$ cat src/rtl/ibex_multdiv_iter.sv
// Iterative RV32M multiply/divide unit: one shift-add (multiply) or restoring
// shift-subtract (divide) step per cycle, result held until ID accepts it.

package ibex_multdiv_pkg;
  typedef enum logic [1:0] {
    MD_OP_MULL = 2'b00,
    MD_OP_MULH = 2'b01,
    MD_OP_DIV  = 2'b10,
    MD_OP_REM  = 2'b11
  } md_op_e;
endpackage

module ibex_multdiv_iter
  import ibex_multdiv_pkg::*;
(
  input  logic        clk_i,
  input  logic        rst_ni,
  input  logic        mult_en_i,
  input  logic        div_en_i,
  input  logic        mult_sel_i,
  input  logic        div_sel_i,
  input  md_op_e      operator_i,
  input  logic [1:0]  signed_mode_i,
  input  logic [31:0] op_a_i,
  input  logic [31:0] op_b_i,
  input  logic        data_ind_timing_i,
  input  logic        multdiv_ready_id_i,
  output logic        valid_o,
  output logic [31:0] multdiv_result_o
);

  typedef enum logic [2:0] {
    IDLE, ABS_A, ABS_B, COMP, CHANGE_SIGN, FINISH
  } md_state_e;

  md_state_e   state_q, state_d;
  // Multiply: 64-bit product. Divide: [63:32] remainder, [31:0] dividend
  // bits shifting out while quotient bits shift in.
  logic [63:0] acc_q, acc_d;
  logic [31:0] op_a_q, op_a_d;
  logic [31:0] op_b_q, op_b_d;
  logic [4:0]  cnt_q, cnt_d;
  md_op_e      operator_q, operator_d;
  logic [1:0]  signed_mode_q, signed_mode_d;
  logic        mult_q, mult_d;
  logic        b_neg_q, b_neg_d;
  logic        b_zero_q, b_zero_d;

  logic        a_neg;
  logic [63:0] a_ext;
  logic [63:0] mul_addend;
  logic [63:0] mul_sum;
  logic        div_borrow;
  logic [31:0] div_rem;
  logic [31:0] mult_result;
  logic [31:0] div_result;

  assign a_neg = signed_mode_q[0] & op_a_q[31];
  assign a_ext = {{32{a_neg}}, op_a_q};

  // MSB-first Horner multiply; the sign bit of a signed multiplier carries
  // negative weight, so that single step subtracts instead of adding.
  assign mul_addend = op_b_q[cnt_q] ? a_ext : 64'd0;
  assign mul_sum    = (signed_mode_q[1] && cnt_q == 5'd31)
                    ? ({acc_q[62:0], 1'b0} - mul_addend)
                    : ({acc_q[62:0], 1'b0} + mul_addend);

  // Partial remainder {rem, next dividend bit} is < 2*divisor, so the
  // difference always fits back into 32 bits.
  assign div_borrow = acc_q[63:31] < {1'b0, op_b_q};
  assign div_rem    = acc_q[62:31] - op_b_q;

  always_comb begin
    // NOTE: every variable gets a default first so no path leaves one unassigned (no latches).
    state_d       = state_q;
    acc_d         = acc_q;
    op_a_d        = op_a_q;
    op_b_d        = op_b_q;
    cnt_d         = cnt_q;
    operator_d    = operator_q;
    signed_mode_d = signed_mode_q;
    mult_d        = mult_q;
    b_neg_d       = b_neg_q;
    b_zero_d      = b_zero_q;

    unique case (state_q)
      IDLE: begin
        if (mult_en_i || div_en_i) begin
          op_a_d        = op_a_i;
          op_b_d        = op_b_i;
          operator_d    = operator_i;
          signed_mode_d = signed_mode_i;
          mult_d        = mult_en_i;
          b_neg_d       = signed_mode_i[1] & op_b_i[31];
          b_zero_d      = (op_b_i == 32'd0);
          cnt_d         = 5'd31;
          acc_d         = 64'd0;
          if (mult_en_i) begin
            state_d = COMP;
          end else if (op_b_i == 32'd0 && !data_ind_timing_i) begin
            acc_d   = {op_a_i, 32'hFFFF_FFFF};
            state_d = FINISH;
          end else begin
            state_d = ABS_A;
          end
        end
      end
      ABS_A: begin
        acc_d   = {32'd0, a_neg ? -op_a_q : op_a_q};
        state_d = ABS_B;
      end
      ABS_B: begin
        op_b_d  = b_neg_q ? -op_b_q : op_b_q;
        cnt_d   = 5'd31;
        state_d = COMP;
      end
      COMP: begin
        if (mult_q) begin
          acc_d = mul_sum;
        end else if (div_borrow) begin
          acc_d = {acc_q[62:0], 1'b0};
        end else begin
          acc_d = {div_rem, acc_q[30:0], 1'b1};
        end
        cnt_d = cnt_q - 5'd1;
        if (cnt_q == 5'd0) state_d = mult_q ? FINISH : CHANGE_SIGN;
      end
      CHANGE_SIGN: begin
        // A zero divisor keeps the all-ones quotient regardless of signs.
        if ((a_neg ^ b_neg_q) && !b_zero_q) acc_d[31:0] = -acc_q[31:0];
        if (a_neg) acc_d[63:32] = -acc_q[63:32];
        state_d = FINISH;
      end
      FINISH: begin
        if (multdiv_ready_id_i) state_d = IDLE;
      end
      default: state_d = IDLE;
    endcase

    if (state_q != IDLE && !mult_en_i && !div_en_i) state_d = IDLE;
  end

  always_ff @(posedge clk_i or negedge rst_ni) begin
    if (!rst_ni) begin
      state_q       <= IDLE;
      acc_q         <= 64'd0;
      op_a_q        <= 32'd0;
      op_b_q        <= 32'd0;
      cnt_q         <= 5'd0;
      operator_q    <= MD_OP_MULL;
      signed_mode_q <= 2'b00;
      mult_q        <= 1'b0;
      b_neg_q       <= 1'b0;
      b_zero_q      <= 1'b0;
    end else begin
      // NOTE: non-blocking assignments so every register samples pre-edge values.
      state_q       <= state_d;
      acc_q         <= acc_d;
      op_a_q        <= op_a_d;
      op_b_q        <= op_b_d;
      cnt_q         <= cnt_d;
      operator_q    <= operator_d;
      signed_mode_q <= signed_mode_d;
      mult_q        <= mult_d;
      b_neg_q       <= b_neg_d;
      b_zero_q      <= b_zero_d;
    end
  end

  assign valid_o     = (state_q == FINISH);
  assign mult_result = (operator_q == MD_OP_MULH) ? acc_q[63:32] : acc_q[31:0];
  assign div_result  = (operator_q == MD_OP_REM)  ? acc_q[63:32] : acc_q[31:0];

  always_comb begin
    multdiv_result_o = 32'd0;
    if (mult_sel_i)     multdiv_result_o = mult_result;
    else if (div_sel_i) multdiv_result_o = div_result;
  end

endmodule

$ cat config.mk
export PLATFORM = sky130hd
export DESIGN_NAME = ibex_multdiv_iter
export DESIGN_NICKNAME = d
export VERILOG_FILES = /design/src/rtl/ibex_multdiv_iter.sv
export SDC_FILE = /design/constraint.sdc
export NUM_CORES = 1
export LEC_CHECK = 0
export CAP_MARGIN = 10
export CORE_MARGIN = 2
export CORE_UTILIZATION = 33
export DETAILED_ROUTE_END_ITERATION = 16
export GPL_TIMING_DRIVEN = 1
export PLACE_DENSITY = 0.46
export SLEW_MARGIN = 20
export SYNTH_ARGS = -nofsm -noshare
export SYNTH_HDL_FRONTEND = slang
export SYNTH_SLANG_ARGS = --single-unit
$ cat constraint.sdc
create_clock -name clk_i -period 6.67 [get_ports clk_i]
set_input_delay 2.001 -clock clk_i [delete_from_list [all_inputs] [get_ports clk_i]]
set_output_delay 2.001 -clock clk_i [all_outputs]
set_load 0.02 [all_outputs]
==> flow_summary.json, run 1 <==
{
  "cp_common_cell": "buf_4",
  "clk_pin_slew_ns": 0.08,
  "die_area_um2": 64000,
  "slowest_stage": "dfrtp_2",
  "rr_worst_depth": 21,
  "seqCellArea_um2": 3580,
  "r2r_slack_ns": 0.28,
  "worst_ep_required_time_ns": 7.00,
  "multi_input_area_um2": 15600,
  "crit_fanout": 20,
  "synthesis.nets": 3124,
  "yosysWarnings": 0,
  "setup_viol": 0,
  "synth_compound_area_share_pct": 32.5,
  "cp-start-kind": "register",
  "grt_max_degree": 63,
  "area_growth_pct": 13.1,
  "worstHoldPathType": "reg2reg",
  "period_needed_ns": 6.39,
  "rows": 91,
  "final-hold-violation-count": 0,
  "timing.critical_path.buf_inv": 3,
  "h-tree-depth": 4,
  "die_w_um": 253,
  "start_util_pct": 33.3,
  "grt_pass1_vias": 22100,
  "drcViolationCount": 0,
  "max_stage_delay_ns": 0.53,
  "path_class": "reg2reg",
  "cts_sinks": 143,
  "synth_simple_gate_area_share_pct": 22.2,
  "drt-total-wl_um": 100000,
  "grt_pass1_wl_um": 149000,
  "fmax_mhz": 157,
  "nFillCells": 6555,
  "ant_nets": 0,
  "cts_tree": "done",
  "fin_nets": 3139,
  "portBuffers": 108,
  "drv_slew": 0,
  "viasPerCell": 6.27,
  "cp_cell_sequence": "mux4_2 -> mux2i_1 -> a32oi_1 -> and2_1 -> buf_4 -> buf_4 -> nand2_1 -> ha_1 -> buf_4 -> nor2b_1 -> o21ai_0 -> o21ai_0 -> a311oi_1 -> a211o_1 -> and3_1 -> nor3_1 -> o32a_1 -> a311oi_1 -> xor2_1 -> a31oi_1 -> o311ai_1",
  "synthAdderAreaFrac_pct": 11.1,
  "dr.pass1.iters": 6,
  "cts_hold_buf": 0,
  "drtIter0Drc": 2160,
  "numCtsBuffers": 17,
  "critPathArrivalTime_ns": 6.72,
  "critPathCaptureType": "register",
  "synthCells": 2868,
  "clk_latency_ns": 0.51,
  "drive_above_1_share_pct": 7.29,
  "rr_endpoint": "acc_q[62]",
  "relSlewSlack_pct": 19.5,
  "rsz0062_at_grt": "no",
  "place_congestion": 0.999,
  "whs_path_depth": 1,
  "grt_overflow": 0,
  "synth_cell_type_count": 86,
  "outcome": "finished, final reports clean",
  "holdPathEnd": "op_a_q[14]",
  "layout_commonest_cell": "a21oi_1",
  "final_cell_mix": "a21oi_1 (300), nor2_1 (295), nand2_1 (234), o21ai_0 (224), ha_1 (177)",
  "drv_cap": 0,
  "synth_edf_count": 0,
  "fp.dieH_um": 253,
  "cts_resized": 0,
  "synth.avg_cell_area_um2": 7.13,
  "antenna_found_initial": 5,
  "vias": 23100,
  "critical_path.top_delay_family": "compound AO/OA/AOI/OAI gates",
  "post-cts-setup-buffer-count": 0,
  "synth_xor_area_share_pct": 6.38,
  "synth_top_family_by_area": "compound AO/OA/AOI/OAI gates",
  "core_um2": 61500,
  "async_flop_share_pct": 100,
  "ioPinCount": 109,
  "clock_path_buffers": 2,
  "wl_per_cell_um": 27.2,
  "track_usage_pct": 31.1,
  "fin_skew_ns": 0.0238,
  "yosys_register_bits": 143,
  "tightest_slew_ns": 1.20,
  "hold_start": "op_a_q[14]",
  "hpwlAfterDp_um": 77100,
  "synth.area.mux_share_pct": 3.80,
  "cts_root_buf": "clkbuf_16",
  "timing.final.crit_share_pct": 95.7,
  "synth_flop_cell": "dfrtp_1",
  "setup_tns_ns": 0,
  "r2r-start": "cnt_q[1]",
  "syn_area_um2": 20500,
  "ys_seq_area_share_pct": 17.5
}
## per-layer routing
layer  track usage (%)  part of all wire [%]  vias to the layer above
met5                 0                     0                        -
met4              11.7                   3.6                        0
met3              3.66                   6.4                      149
met2              49.8                    46                      995
met1              42.8                    44                    11400
li1                  -                     -                    10600
## worst reg2reg max path, cell delays in order (launching register included)
cell	delay, ns
dfrtp_2	0.53
mux4_2	0.38
mux2i_1	0.08
a32oi_1	0.32
and2_1	0.39
buf_4	0.26
buf_4	0.32
nand2_1	0.14
ha_1	0.48
buf_4	0.22
nor2b_1	0.05
o21ai_0	0.32
o21ai_0	0.30
a311oi_1	0.49
a211o_1	0.19
and3_1	0.31
nor3_1	0.16
o32a_1	0.42
a311oi_1	0.42
xor2_1	0.11
a31oi_1	0.20
o311ai_1	0.13
## worst max path at each step
stage          cells past startpoint   endpoint      from  slack, ns
2_1_floorplan                     22  acc_q[62]  cnt_q[1]       1.02
3_3_place_gp                      21  acc_q[63]  cnt_q[1]       0.39
3_5_place_dp                      20  acc_q[63]  cnt_q[1]       0.35
4_1_cts                           20  acc_q[63]  cnt_q[1]       0.28
5_1_grt                           21  acc_q[62]  cnt_q[1]       0.02
6_report                          21  acc_q[62]  cnt_q[1]       0.28
## through the flow
step                hold WS (ns)  setup slack, ns  std cells  area (um2)  utilization (%)
CTS                        0.609            0.283       3686       23100             37.6
detailed placement         0.593            0.352       3654       22500             36.6
finish                     0.606            0.284       3688       23100             37.6
floorplan                  0.481             1.02       2868       20500                -
global route               0.631           0.0183       3687       23100             37.6
global placement           0.570            0.394       3654       22500             36.6
## Yosys cell counts, types with 47 or more instances
| cell | instances | area (um2) |
|---|---|---|
| a21oi_1 | 301 | 1510 |
| nor2_1 | 296 | 1110 |
| nand2_1 | 235 | 882 |
| o21ai_0 | 225 | 1130 |
| ha_1 | 177 | 2210 |
| clkbuf_1 | 168 | 631 |
| inv_1 | 145 | 544 |
| dfrtp_1 | 143 | 3580 |
| xnor2_1 | 96 | 841 |
| nor3_1 | 95 | 475 |
| o22ai_1 | 62 | 388 |
| a21o_1 | 61 | 458 |
| o21a_1 | 58 | 435 |
| xor2_1 | 53 | 464 |
| nand3_1 | 47 | 235 |
## flip-flops by register name, indices dropped and copies added (netlist names)
signal         count
acc_q             64
op_a_q            32
op_b_q            32
cnt_q              5
state_q            3
operator_q         2
signed_mode_q      2
b_neg_q            1
b_zero_q           1
mult_q             1
## area by class of cell
cell class              count  share of cell area [%]
clock buffers              17                    1.84
flip-flops and latches    143                    15.5
multi-input cells        2378                    67.6
diodes                      2                  0.0216
well taps                 790                    4.27
clock inverters            15                   0.795
inverters                 146                    2.37
repair buffers            197                    7.67
## kinds of logic after synthesis
group | Yosys count
AOI/OAI and AO/OA | 1046
xor gates and xnor gates | 149
adders and majority gates | 180
buffers and inverters | 347
DFF | 143
muxes | 63
and+or+nand+nor | 940
Power of run 1 is not shown: default switching activity piles up to over one toggle a cycle in this logic, so the estimate is an artifact.
==> inputs of run 2 (changes only) <==
--- a/config.mk
+++ b/config.mk
@@ -6,7 +6,7 @@
 export NUM_CORES = 1
 export LEC_CHECK = 0
 export CAP_MARGIN = 10
-export CORE_MARGIN = 2
+export CORE_MARGIN = 4
 export CORE_UTILIZATION = 33
 export DETAILED_ROUTE_END_ITERATION = 16
 export GPL_TIMING_DRIVEN = 1
==> flow_summary.json, run 2 (synthesis results as in run 1) <==
{
  "antenna_found_initial": 4,
  "multi_input_area_um2": 15600,
  "final_cell_mix": "a21oi_1 (300), nor2_1 (295), nand2_1 (234), o21ai_0 (224), ha_1 (177)",
  "die_area_um2": 66100,
  "ant_nets": 0,
  "timing.final.crit_share_pct": 96.5,
  "cts_tree": "done",
  "wl_per_cell_um": 27.3,
  "setup_viol": 0,
  "cp-start-kind": "register",
  "worstHoldPathType": "reg2reg",
  "grt_pass1_wl_um": 150000,
  "nFillCells": 6542,
  "rsz0062_at_grt": "no",
  "tightest_slew_ns": 1.04,
  "regMostFlops": "acc_q",
  "fp.dieH_um": 257,
  "largest_registers": "acc_q: 64 flops, op_a_q: 32 flops, op_b_q: 32 flops",
  "place_congestion": 0.958,
  "outcome": "finished, final reports clean",
  "track_usage_pct": 29.7,
  "drtIter0Drc": 3008,
  "drv_slew": 0,
  "cts_sinks": 143,
  "cts_root_buf": "clkbuf_16",
  "path_class": "reg2reg",
  "rows": 91,
  "setup_tns_ns": 0,
  "fin_skew_ns": 0.0177,
  "drt-total-wl_um": 102000,
  "grt_overflow": 0,
  "die_w_um": 257,
  "start_util_pct": 33.2,
  "viasPerCell": 6.27,
  "critPathArrivalTime_ns": 6.75,
  "clk_latency_ns": 0.46,
  "hpwlAfterDp_um": 80400,
  "clk_pin_slew_ns": 0.06,
  "final-hold-violation-count": 0,
  "core_um2": 61600,
  "portBuffers": 108,
  "numCtsBuffers": 17,
  "num_antenna_cells": 0,
  "largest_reg_flops": 64,
  "grt_pass1_vias": 22500,
  "drcViolationCount": 0,
  "dr.pass1.iters": 6,
  "critPathCaptureType": "register",
  "relSlewSlack_pct": 30.0,
  "seqCellArea_um2": 3580,
  "fmax_mhz": 155,
  "layout_commonest_cell": "a21oi_1",
  "clock_path_buffers": 2,
  "drive_above_1_share_pct": 7.53,
  "grt_max_degree": 72,
  "worst_ep_required_time_ns": 6.98,
  "h-tree-depth": 4,
  "vias": 23500,
  "period_needed_ns": 6.44,
  "fin_nets": 3151,
  "drv_cap": 0,
  "crit_fanout": 17,
  "ioPinCount": 109,
  "area_growth_pct": 13.8
}
==> run 2: changes by cell type in the layout (fill, tap and decap cells not counted), sizes merged <==
cell / previous run / this run
diode: 2 / 0
buf: 90 / 102
clkinvlp: 0 / 1
inv: 153 / 145
bufinv: 0 / 2
clkbuf: 17 / 23
clkinv: 8 / 7
==> run 2: repair_timing <==
item / in CTS / in global routing
gates resized for setup: 0 / 1
hold buffers: 0 / 0
endpoints found under the setup margin: 0 / 1
setup buffers: 0 / 0
==> run 2: cell type report <==
type / instances / area share (%)
sequential: 143 / 15.4
tap: 837 / 4.50
clock buffer: 23 / 2.05
timing repair buffer: 209 / 8.07
clock inverter: 9 / 0.468
multi-input combinational: 2378 / 67.2
inverter: 146 / 2.35
==> run 2: per-layer routing <==
metal  track usage [%]  vias to the layer above  wire length (um)
met3              4.19                      158              8390
met4              8.43                        4              3010
met5                 0                        -                26
met1              43.4                    11500             46200
met2              45.8                     1172             44700
li1                  -                    10600                 -
==> run 2: critical path: stages, from the launching register on <==
cell and delay [ns]:
dfrtp_1 0.68, mux4_2 0.34, mux2i_1 0.08, a32oi_1 0.30
and2_1 0.51, buf_12 0.22, nand2_1 0.08, ha_1 0.40
buf_4 0.18, nor2b_1 0.06, o211ai_1 0.21, o311ai_0 0.29
a211oi_1 0.64, a21oi_1 0.27, or2_2 0.42, a22o_1 0.25
o211ai_1 0.42, nand2_1 0.13, xnor2_1 0.30, o22ai_1 0.12
o21ai_0 0.37
==> run 2: path summary, 6_finish.rpt <==
check | startpoint | to | slack, ns | depth (start not counted)
min in group asynchronous | rst_ni | op_b_q[24] | 1.58 | 1
setup reg to reg | cnt_q[1] | acc_q[55] | 0.23 | 20
setup / recovery | cnt_q[1] | acc_q[55] | 0.23 | 20
hold reg to reg | b_zero_q | b_zero_q | 0.58 | 1
hold / removal | b_zero_q | b_zero_q | 0.58 | 1
max in group asynchronous | rst_ni | mult_q | 3.96 | 2
==> run 2: stage by stage <==
step | std cells | setup WS [ns] | area, um2 | util [%] | hold WS (ns)
floorplan | 2868 | 1.02 | 20500 | - | 0.481
finish | 3745 | 0.231 | 23300 | 37.8 | 0.583
global route | 3745 | 0.0723 | 23300 | 37.8 | 0.594
CTS | 3744 | 0.320 | 23200 | 37.7 | 0.581
global placement | 3712 | 0.354 | 22700 | 36.8 | 0.555
detailed placement | 3712 | 0.325 | 22700 | 36.8 | 0.560
Power of run 2 is left out for the same reason.
